<file path="config.mk">
export PLATFORM = sky130hd
export DESIGN_NAME = soc_evt_collector
export DESIGN_NICKNAME = d
export VERILOG_FILES = /design/src/rtl/soc_evt_pkg.sv /design/src/rtl/soc_evt_rr_arb.sv /design/src/rtl/soc_evt_collector.sv
export SDC_FILE = /design/constraint.sdc
export NUM_CORES = 1
export LEC_CHECK = 0
export CAP_MARGIN = 20
export CORE_UTILIZATION = 50
export DETAILED_ROUTE_END_ITERATION = 6
export HOLD_SLACK_MARGIN = 0.12
export PLACE_DENSITY = 0.69
export SLEW_MARGIN = 20
export SYNTH_ARGS = -nofsm -noshare
export SYNTH_HDL_FRONTEND = slang
export SYNTH_SLANG_ARGS = --single-unit
export TNS_END_PERCENT = 5
</file>
<file path="constraint.sdc">
create_clock -name clk_i -period 7.45 [get_ports clk_i]
set_clock_uncertainty 0.05 [all_clocks]
set_input_delay 2.235 -clock clk_i [delete_from_list [all_inputs] [get_ports clk_i]]
set_output_delay 2.235 -clock clk_i [all_outputs]
set_load 0.01 [all_outputs]
</file>
<file path="src/rtl/soc_evt_pkg.sv">
// Shared types and helpers for the SoC event collector.
// The lost-event counter (SOC_EVT_LOST_CNT_EN builds only) uses LOST_CNT_W and sat_add.
package soc_evt_pkg;

    localparam int EVNT_WIDTH_DEF = 8;
    localparam int LOST_CNT_W     = 16;

    typedef logic [EVNT_WIDTH_DEF-1:0] evt_id_t;

    function automatic logic [LOST_CNT_W-1:0] sat_add(
        input logic [LOST_CNT_W-1:0] a,
        input logic [LOST_CNT_W-1:0] b
    );
        logic [LOST_CNT_W:0] s;
        s = {1'b0, a} + {1'b0, b};
        return s[LOST_CNT_W] ? {LOST_CNT_W{1'b1}} : s[LOST_CNT_W-1:0];
    endfunction

endpackage

</file>
<file path="src/rtl/soc_evt_rr_arb.sv">
// Combinational round-robin picker: first requester after last_grant_i, wrapping.
// last_grant_i itself is the lowest-priority candidate.
module soc_evt_rr_arb #(
    parameter int N     = 32,
    parameter int IDX_W = (N > 1) ? $clog2(N) : 1
) (
    input  logic [N-1:0]     req_i,
    input  logic [IDX_W-1:0] last_grant_i,
    output logic             gnt_valid_o,
    output logic [IDX_W-1:0] gnt_idx_o
);

    int               pos;
    logic [IDX_W-1:0] idx;

    // Walk offsets from farthest to nearest so the nearest requester wins.
    always_comb begin
        gnt_valid_o = 1'b0;
        gnt_idx_o   = '0;
        pos         = 0;
        idx         = '0;
        for (int i = N; i >= 1; i--) begin
            pos = (int'(last_grant_i) + i) % N;
            idx = IDX_W'(pos);
            if (req_i[idx]) begin
                gnt_valid_o = 1'b1;
                gnt_idx_o   = idx;
            end
        end
    end

endmodule

</file>
<file path="src/rtl/soc_evt_collector.sv">
// Counts SoC event pulses per line and serialises them as event IDs onto a valid/ready stream.
// Optional SOC_EVT_LOST_CNT_EN adds a saturating count of dropped occurrences.
module soc_evt_collector
    import soc_evt_pkg::*;
#(
    parameter int NB_EVT_LINES  = 32,
    parameter int EVNT_WIDTH    = 8,
    parameter int PEND_CNT_W    = 2,
    parameter int EVT_ID_OFFSET = 0
) (
    input  logic                    clk_i,
    input  logic                    rst_ni,
    input  logic [NB_EVT_LINES-1:0] evt_i,
    output logic                    evt_valid_o,
    input  logic                    evt_ready_i,
    output logic [EVNT_WIDTH-1:0]   evt_data_o,
    output logic [NB_EVT_LINES-1:0] evt_lost_o,
`ifdef SOC_EVT_LOST_CNT_EN
    output logic [LOST_CNT_W-1:0]   lost_cnt_o,
    input  logic                    lost_cnt_clr_i,
`endif
    output logic                    busy_o
);

    localparam int IDX_W = (NB_EVT_LINES > 1) ? $clog2(NB_EVT_LINES) : 1;
    localparam logic [PEND_CNT_W-1:0] CNT_MAX = '1;

    if (longint'(EVT_ID_OFFSET) + longint'(NB_EVT_LINES) > (longint'(1) << EVNT_WIDTH)) begin : g_bad_cfg
        $fatal(1, "soc_evt_collector: EVT_ID_OFFSET + NB_EVT_LINES exceeds EVNT_WIDTH id space");
    end

    logic [NB_EVT_LINES-1:0][PEND_CNT_W-1:0] cnt_q, cnt_d;
    logic [NB_EVT_LINES-1:0] lost_q, lost_d;
    logic [NB_EVT_LINES-1:0] req, gnt_vec;
    logic                    valid_q;
    logic [EVNT_WIDTH-1:0]   data_q;
    logic [IDX_W-1:0]        last_q;
    logic                    gnt_valid;
    logic [IDX_W-1:0]        gnt_idx;
    logic                    load_en;

    assign load_en = !valid_q || evt_ready_i;

    soc_evt_rr_arb #(.N(NB_EVT_LINES), .IDX_W(IDX_W)) u_arb (
        .req_i        (req),
        .last_grant_i (last_q),
        .gnt_valid_o  (gnt_valid),
        .gnt_idx_o    (gnt_idx)
    );

    // A pulse and a grant on the same line cancel out, even at saturation.
    always_comb begin
        cnt_d   = cnt_q;
        lost_d  = '0;
        req     = '0;
        gnt_vec = '0;
        for (int k = 0; k < NB_EVT_LINES; k++) begin
            req[k]     = |cnt_q[k];
            gnt_vec[k] = load_en && gnt_valid && (gnt_idx == IDX_W'(k));
            if (evt_i[k] && !gnt_vec[k]) begin
                if (cnt_q[k] == CNT_MAX) lost_d[k] = 1'b1;
                else                     cnt_d[k]  = cnt_q[k] + 1'b1;
            end else if (gnt_vec[k] && !evt_i[k]) begin
                cnt_d[k] = cnt_q[k] - 1'b1;
            end
        end
    end

    always_ff @(posedge clk_i or negedge rst_ni) begin
        if (!rst_ni) begin
            cnt_q   <= '0;
            lost_q  <= '0;
            valid_q <= 1'b0;
            data_q  <= '0;
            last_q  <= '0;
        end else begin
            cnt_q  <= cnt_d;
            lost_q <= lost_d;
            if (load_en) begin
                if (gnt_valid) begin
                    valid_q <= 1'b1;
                    data_q  <= EVNT_WIDTH'(EVT_ID_OFFSET + int'(gnt_idx));
                    last_q  <= gnt_idx;
                end else begin
                    valid_q <= 1'b0;
                end
            end
        end
    end

    assign evt_valid_o = valid_q;
    assign evt_data_o  = data_q;
    assign evt_lost_o  = lost_q;
    assign busy_o      = valid_q || (|req);

`ifdef SOC_EVT_LOST_CNT_EN
    logic [LOST_CNT_W-1:0] lost_pop, lost_cnt_q, lost_cnt_d;

    // Clear restarts from this cycle's losses so none slip through uncounted.
    always_comb begin
        lost_pop = '0;
        for (int k = 0; k < NB_EVT_LINES; k++) begin
            lost_pop = lost_pop + LOST_CNT_W'(lost_q[k]);
        end
        lost_cnt_d = lost_cnt_clr_i ? lost_pop : sat_add(lost_cnt_q, lost_pop);
    end

    always_ff @(posedge clk_i or negedge rst_ni) begin
        if (!rst_ni) lost_cnt_q <= '0;
        else         lost_cnt_q <= lost_cnt_d;
    end

    assign lost_cnt_o = lost_cnt_q;
`endif

endmodule

</file>
# After elaboration in Yosys (flattened, before gate mapping)
# Cells that the tools add are included.
[word_totals] reg_bits=102 word_cells=810
[classes] add_sub_neg=96 order_cmp=32 n_eq_ne=95 mux=289 reduce_logical=263
[ops] operator="$lt 5x6->1 const B" n=32
[ops] operator="$mux 2" n=96
[ops] operator="$bmux 1 s5" n=32
[ops] operator="$mux 5" n=32
[ops] operator="$mux 1" n=129
[ops] operator="$logic_and 1x1->1" n=97
[ops] operator="$add 5x5->5 const B" n=16
[ops] operator="$eq 5x5->1 const B" n=16
[ops] operator="$reduce_and 2->1" n=33
[ops] operator="$logic_not 1->1" n=65
[ops] operator="$add 2x1->2 const B" n=32
[ops] operator="$eq 2x2->1 const B" n=32
[ops] operator="$ne 2x2->1 const B" n=32
[ops] operator="$reduce_bool 2->1" n=32
[ops] operator="$reduce_or 2->1" n=32
[ops] operator="$reduce_or 64->1" n=1
[ops] operator="$sub 2x1->2 const B" n=32
[ops] operator="$add 5x4->5 const B" n=8
[ops] operator="$eq 5x4->1 const B" n=8
[ops] operator="$add 5x3->5 const B" n=4
[ops] operator="$eq 5x3->1 const B" n=4
[ops] operator="$add 5x1->5 const B" n=2
[ops] operator="$add 5x2->5 const B" n=2
[ops] operator="$eq 5x2->1 const B" n=2
[ops] operator="other kinds (3)" n=4

# Longest topological paths before layout
[logic_depth] word_depth=41 depth_mapped=24 mapped_depth_nobuf=15

# Cells and area by module
# A second synthesis with hierarchy kept.
[unflattened] hier_cells=1215 hier_area_um2=11202.0
[by_module_without_submodules] module="soc_evt_collector" instances=1 cells_per_inst=557 area_each_um2=5665.4 seq_area_each_um2=2552.4
[by_module_without_submodules] module="soc_evt_rr_arb" instances=1 cells_per_inst=658 area_each_um2=5536.6 seq_area_each_um2=0.0

# Least setup slack after synthesis
# No wires, ideal clock.
[synth_path] path_kind="register to register" start="reg last_q[1]" end="reg cnt_q[26] (netlist bit)" setup_time_ns=0.120 arrival_ns=6.201 slack_ns=1.079 path_stages_with_launch=21 path_buffers=5 path_cell_list="dfrtp_1 inv_1 buf_1 clkbuf_1 clkbuf_1 ha_1 buf_2 xor2_2 nor4_1 or4_1 clkbuf_1 mux4_2 and3_4 nand3b_1 a2111o_1 a2111oi_2 a211oi_2 or2_1 or3b_4 or3b_1 o211a_1"
[synth_between] elab_chain_cells=41
[synth_lines] item="from (decl)" line_no="soc_evt_collector.sv:37" rtl="logic [IDX_W-1:0] last_q;"
[synth_lines] item="from (signal assigned)" line_no="soc_evt_collector.sv:83" rtl="last_q <= gnt_idx;"
[synth_lines] item="$add 5x1->5" line_no="soc_evt_rr_arb.sv:23" rtl="pos = (int'(last_grant_i) + i) % N;"
[synth_lines] item="$bmux 1 s5" line_no="soc_evt_rr_arb.sv:25" rtl="if (req_i[idx]) begin"
[synth_lines] item="$mux 1 (implied by the code)" line_no="soc_evt_rr_arb.sv:25"
[synth_lines] item="$mux 5 / $mux 1 (equally long branches) (32 in a row)" line_no="soc_evt_rr_arb.sv:25"
[synth_lines] item="$eq 5x4->1 / $logic_and 1x1->1 (equally long branches)" line_no="soc_evt_collector.sv:59" rtl="gnt_vec[k] = load_en && gnt_valid && (gnt_idx == IDX_W'(k));"
[synth_lines] item="$logic_and 1x1->1 *" line_no="soc_evt_collector.sv:59"
[synth_lines] item="$logic_not 1->1" line_no="soc_evt_collector.sv:60" rtl="if (evt_i[k] && !gnt_vec[k]) begin"
[synth_lines] item="$logic_and 1x1->1" line_no="soc_evt_collector.sv:60"
[synth_lines] item="$ne 2x2->1 (no line) / $reduce_bool 2->1 (equally long branches)"
[synth_lines] item="$reduce_and 2->1 (no line)"
[synth_lines] item="to (signal assigned)" line_no="soc_evt_collector.sv:77" rtl="cnt_q <= cnt_d;"
[synth_lines] item="to (decl)" line_no="soc_evt_collector.sv:32" rtl="logic [NB_EVT_LINES-1:0][PEND_CNT_W-1:0] cnt_q, cnt_d;"
# Every way passes the cells marked *; elsewhere a longest branch is shown, timed or not. The select of a mux whose other input is x is not followed.
# A chain may end at the register's enable or synchronous reset.

# Final worst setup path
[layout_path] start="reg last_q[0]" end="reg cnt_q[20] (netlist bit)"
# Same word-level chain as after synthesis.

==> flow_metrics.py <==
metrics = {
    "cts": {
        "tritoncts": "done",
        "worst_setup_hold_path_clk_slew_ps": 90,
        "clockRootBuffer": "sky130_fd_sc_hd__clkbuf_16",
        "clock_latency_reported_for_the_late_side_of_the_worst_skew_pair_ps": 380,
        "number_of_clock_buffers_inserted_by_tritoncts": 9,
        "ctsHtreeMaxLevel": 3,
        "holdBufCountCts": 0,
        "tritoncts_num_sinks": 102,
        "clock_tree.buffer_depth": 2,
        "cts.repair.resized": 0,
        "postCtsSetupBuffers": 0,
    },
    "critical_path": {
        "timing.setup.critical_path_class": "reg -> reg",
        "critical_path_buf_inv_count": 0,
        "critPathCaptureType": "flop",
        "cpPeakStageDelay_ps": 800,
        "critical_path.startpoint_type": "flop",
        "timing.critical_path.arrival_ps": 6820,
        "timing.critical_path.slowest_stage_cell": "sky130_fd_sc_hd__xnor2_2",
        "cp_data_required_time_ps": 7660,
        "cpMostUsedCell": "sky130_fd_sc_hd__nand2_1",
        "cpLargestDelayFamily": "compound AO/OA/AOI/OAI gates",
        "ordered_cell_list_for_the_critical_path": "ha_1, xnor2_2, a2111oi_0, or4_1, mux4_2, a2111oi_1, nand2_1, o41ai_1, a2bb2oi_1, nand2_1, nor3_1, xor2_1, o211a_1",
        "worst_path_max_fanout": 15,
    },
    "timing": {
        "finalSetupViolations": 0,
        "hold_violations": 0,
        "max_slew_margin": 0.2928,
        "clock.fmax_mhz": 151.2,
        "rsz0062_at_grt": "no",
        "timing.setup.tns_ps": 0,
        "worst-slew-pin-transition_ps": 1051,
        "final_min_period_over_clock_period": 0.8879,
        "period_needed_ps": 6615,
        "report.final.slew_viol_count": 0,
    },
    "synth": {
        "dominant_cell_type_by_area_after_synthesis": "sky130_fd_sc_hd__dfrtp_1",
        "ys_ff_latch": 102,
        "synth_area_um2": 12480,
        "synth_flop_cell": "sky130_fd_sc_hd__dfrtp_1",
        "avgSynthCellArea_um2": 8.394,
        "synthDominantCellAreaShare": 0.2045,
        "syn_inst": 1487,
        "synth-seq-area-share": 0.2045,
        "synth.yosys.warnings": 0,
        "async_reset_ff_frac": 1.000,
        "synth-edff-count": 0,
        "ys_types": 92,
        "post_synth_main_area_contributors": "sky130_fd_sc_hd__dfrtp_1 20%, sky130_fd_sc_hd__mux4_2 11%, sky130_fd_sc_hd__mux2i_1 4.3%, sky130_fd_sc_hd__o21ai_0 3.9%, sky130_fd_sc_hd__nor2_1 3.7%",
    },
    "global_route": {
        "vias_in_the_first_global_route": 12340,
        "grt-ovfl-total": 0,
        "antenna_found_initial": 2,
        "grt_pass1_wl_um": 74140,
        "grtUsageTotal": 0.3786,
        "grt_start_max_net_pins": 94,
    },
    "status": {
        "outcome": "complete, but fails checks",
        "failed_checks": "DRC",
    },
    "die": {
        "io_pins": 77,
        "rows": 57,
        "chipWidth_um": 160,
        "die_h_um": 160,
        "area_of_the_core_region_um2": 24390,
        "fp.dieArea_um2": 25600,
        "initial_core_util": 0.5117,
    },
    "detailed_routing": {
        "top_signal_layer_used": "met4",
        "met3_layer_wire_length_in_the_routed_design_um": 5919,
        "dr.pass1.iters": 7,
        "route.detailed.wl_per_inst_um": 26.55,
        "drtIter0Drc": 2242,
        "met2WireLength_um": 21000,
        "route.antenna.remaining_nets": 0,
        "drt-met1-wl_um": 19130,
        "vias_per_cell": 7.263,
        "via_count": 13310,
        "drt_drc_violations_left": 2,
        "totalWireLength_um": 48630,
    },
    "finish": {
        "layout.nets": 1545,
        "final.fill_count": 2281,
        "layout-drive-gt1-share": 0.1283,
        "area_growth_syn_to_layout_pct": 10.36,
    },
    "hold_path": {
        "hold_path.class": "reg -> reg",
    },
    "placement": {
        "routabilityCongestion": 1.050,
        "dp_hpwl_um": 36700,
        "number_of_port_buffers": 73,
    },
    "run": {
        "number_of_max_cap_violations": 0,
    },
}
## cells by family (layout without fill, tap and decap cells)
kind of cell / after synthesis / count (layout) / share of synthesized area
AND/OR/NAND/NOR: 636 / 636 / 0.2989
buffers and inverters: 145 / 160 / 0.05162
XOR/XNOR: 56 / 56 / 0.04050
adder cells (fa/ha/maj): 11 / 11 / 0.01103
AO/OA/AOI/OAI: 411 / 411 / 0.2307
multiplexers: 125 / 125 / 0.1625
flip-flops: 102 / 102 / 0.2045
other: 1 / 7 / 0.0003004
## final cells by class
type                    instances  area (um2)  area share
clock inverters                 7       96.34    0.006994
clock buffers                   9       225.2     0.01635
repair buffers                110        1056     0.07666
diodes                          4       10.01   0.0007266
inverters                      34       127.6    0.009264
multi-input cells            1242        9296      0.6748
flip-flops and latches        102        2559      0.1857
well taps                     324       405.4     0.02943
## Yosys cell counts (16+ instances only)
library cell                  n
sky130_fd_sc_hd__buf_2       22
sky130_fd_sc_hd__and4_1      23
sky130_fd_sc_hd__a21oi_1     63
sky130_fd_sc_hd__nor2_1     122
sky130_fd_sc_hd__a2111oi_0   17
sky130_fd_sc_hd__nor3b_1     25
sky130_fd_sc_hd__nor4_1      52
sky130_fd_sc_hd__nor3_1      39
sky130_fd_sc_hd__or3_1       20
sky130_fd_sc_hd__or4_1       16
sky130_fd_sc_hd__or2_2       40
sky130_fd_sc_hd__inv_1       31
sky130_fd_sc_hd__nor2b_1     22
sky130_fd_sc_hd__nand3_1     18
sky130_fd_sc_hd__clkbuf_1    63
sky130_fd_sc_hd__nand3b_1    16
sky130_fd_sc_hd__nand2_1    100
sky130_fd_sc_hd__nor4b_1     27
sky130_fd_sc_hd__dfrtp_1    102
sky130_fd_sc_hd__xnor2_1     29
sky130_fd_sc_hd__o21a_1      24
sky130_fd_sc_hd__and2_1      34
sky130_fd_sc_hd__mux4_2      61
sky130_fd_sc_hd__o21ai_0     97
sky130_fd_sc_hd__a21o_1      18
sky130_fd_sc_hd__o22ai_1     18
sky130_fd_sc_hd__mux2i_1     53
sky130_fd_sc_hd__xor2_1      25
## final timing paths
kind	cells past startpoint	start	slack, ps	to
worst max-delay path	13	last_q[0]	840	cnt_q[20]
worst min-delay path	1	cnt_q[48]	520	cnt_q[48]
worst max register to register	13	last_q[0]	840	cnt_q[20]
worst min register to register	1	cnt_q[48]	520	cnt_q[48]
max in group asynchronous	2	rst_ni	4300	last_q[0]
min in group asynchronous	1	rst_ni	1830	cnt_q[60]
## worst register-to-register path, stage by stage, from the launching register on
cell and delay, ps:
sky130_fd_sc_hd__dfrtp_4 520, sky130_fd_sc_hd__ha_1 480, sky130_fd_sc_hd__xnor2_2 800, sky130_fd_sc_hd__a2111oi_0 230, sky130_fd_sc_hd__or4_1 640, sky130_fd_sc_hd__mux4_2 640, sky130_fd_sc_hd__a2111oi_1 590, sky130_fd_sc_hd__nand2_1 110
sky130_fd_sc_hd__o41ai_1 460, sky130_fd_sc_hd__a2bb2oi_1 660, sky130_fd_sc_hd__nand2_1 400, sky130_fd_sc_hd__nor3_1 570, sky130_fd_sc_hd__xor2_1 130, sky130_fd_sc_hd__o211a_1 230
## cells in the final DEF (no fill, tap or decap), drive strengths merged, types with 14 or more instances in the layout
cell	synthesis	layout
and4	23	23
nand3b	16	16
o22ai	18	18
or4	16	16
nor4b	27	27
a21oi	63	63
nor4bb	15	15
xnor2	30	30
mux2i	53	53
nand3	18	18
or3	20	20
nand2	100	100
mux4	61	61
o211ai	16	16
o21a	24	24
nor2	122	122
nor2b	22	22
o21ai	99	99
a211oi	16	16
nor3b	31	31
nor4	54	54
nor3	46	46
a2111oi	19	19
buf	47	38
inv	31	35
dfrtp	102	102
xor2	26	26
and2	34	34
nand2b	14	14
a21o	18	18
or2	44	44
clkdlybuf4s50	0	72
## registers in the layout, indices dropped and copies added, names as in the netlist
| signal | cells |
|---|---|
| cnt_q | 64 |
| last_q | 5 |
| evt_valid_o | 1 |
| evt_lost_o | 32 |
## stage by stage
| stage | util | instances | hold WS [ps] | setup slack [ps] | cell area (um2) |
|---|---|---|---|---|---|
| final | 0.5648 | 1832 | 524.2 | 835.3 | 13780 |
| after detailed placement | 0.5512 | 1812 | 508.1 | 1297 | 13440 |
| after CTS | 0.5644 | 1828 | 521.4 | 1268 | 13770 |
| after global placement | 0.5510 | 1812 | 501.9 | 1331 | 13440 |
| after global routing | 0.5644 | 1828 | 551.7 | 651.9 | 13770 |
| after floorplan | - | 1489 | 466.9 | 1079 | 12490 |
## metal layers
metal | vias up | GRT usage
li1 | 5794 | -
met1 | 6374 | 0.5071
met2 | 935 | 0.5676
met3 | 202 | 0.1031
met4 | 0 | 0.1745
met5 | - | 0
Power is not shown: default switching activity piles up to over one toggle a cycle in this logic, so the estimate is an artifact.
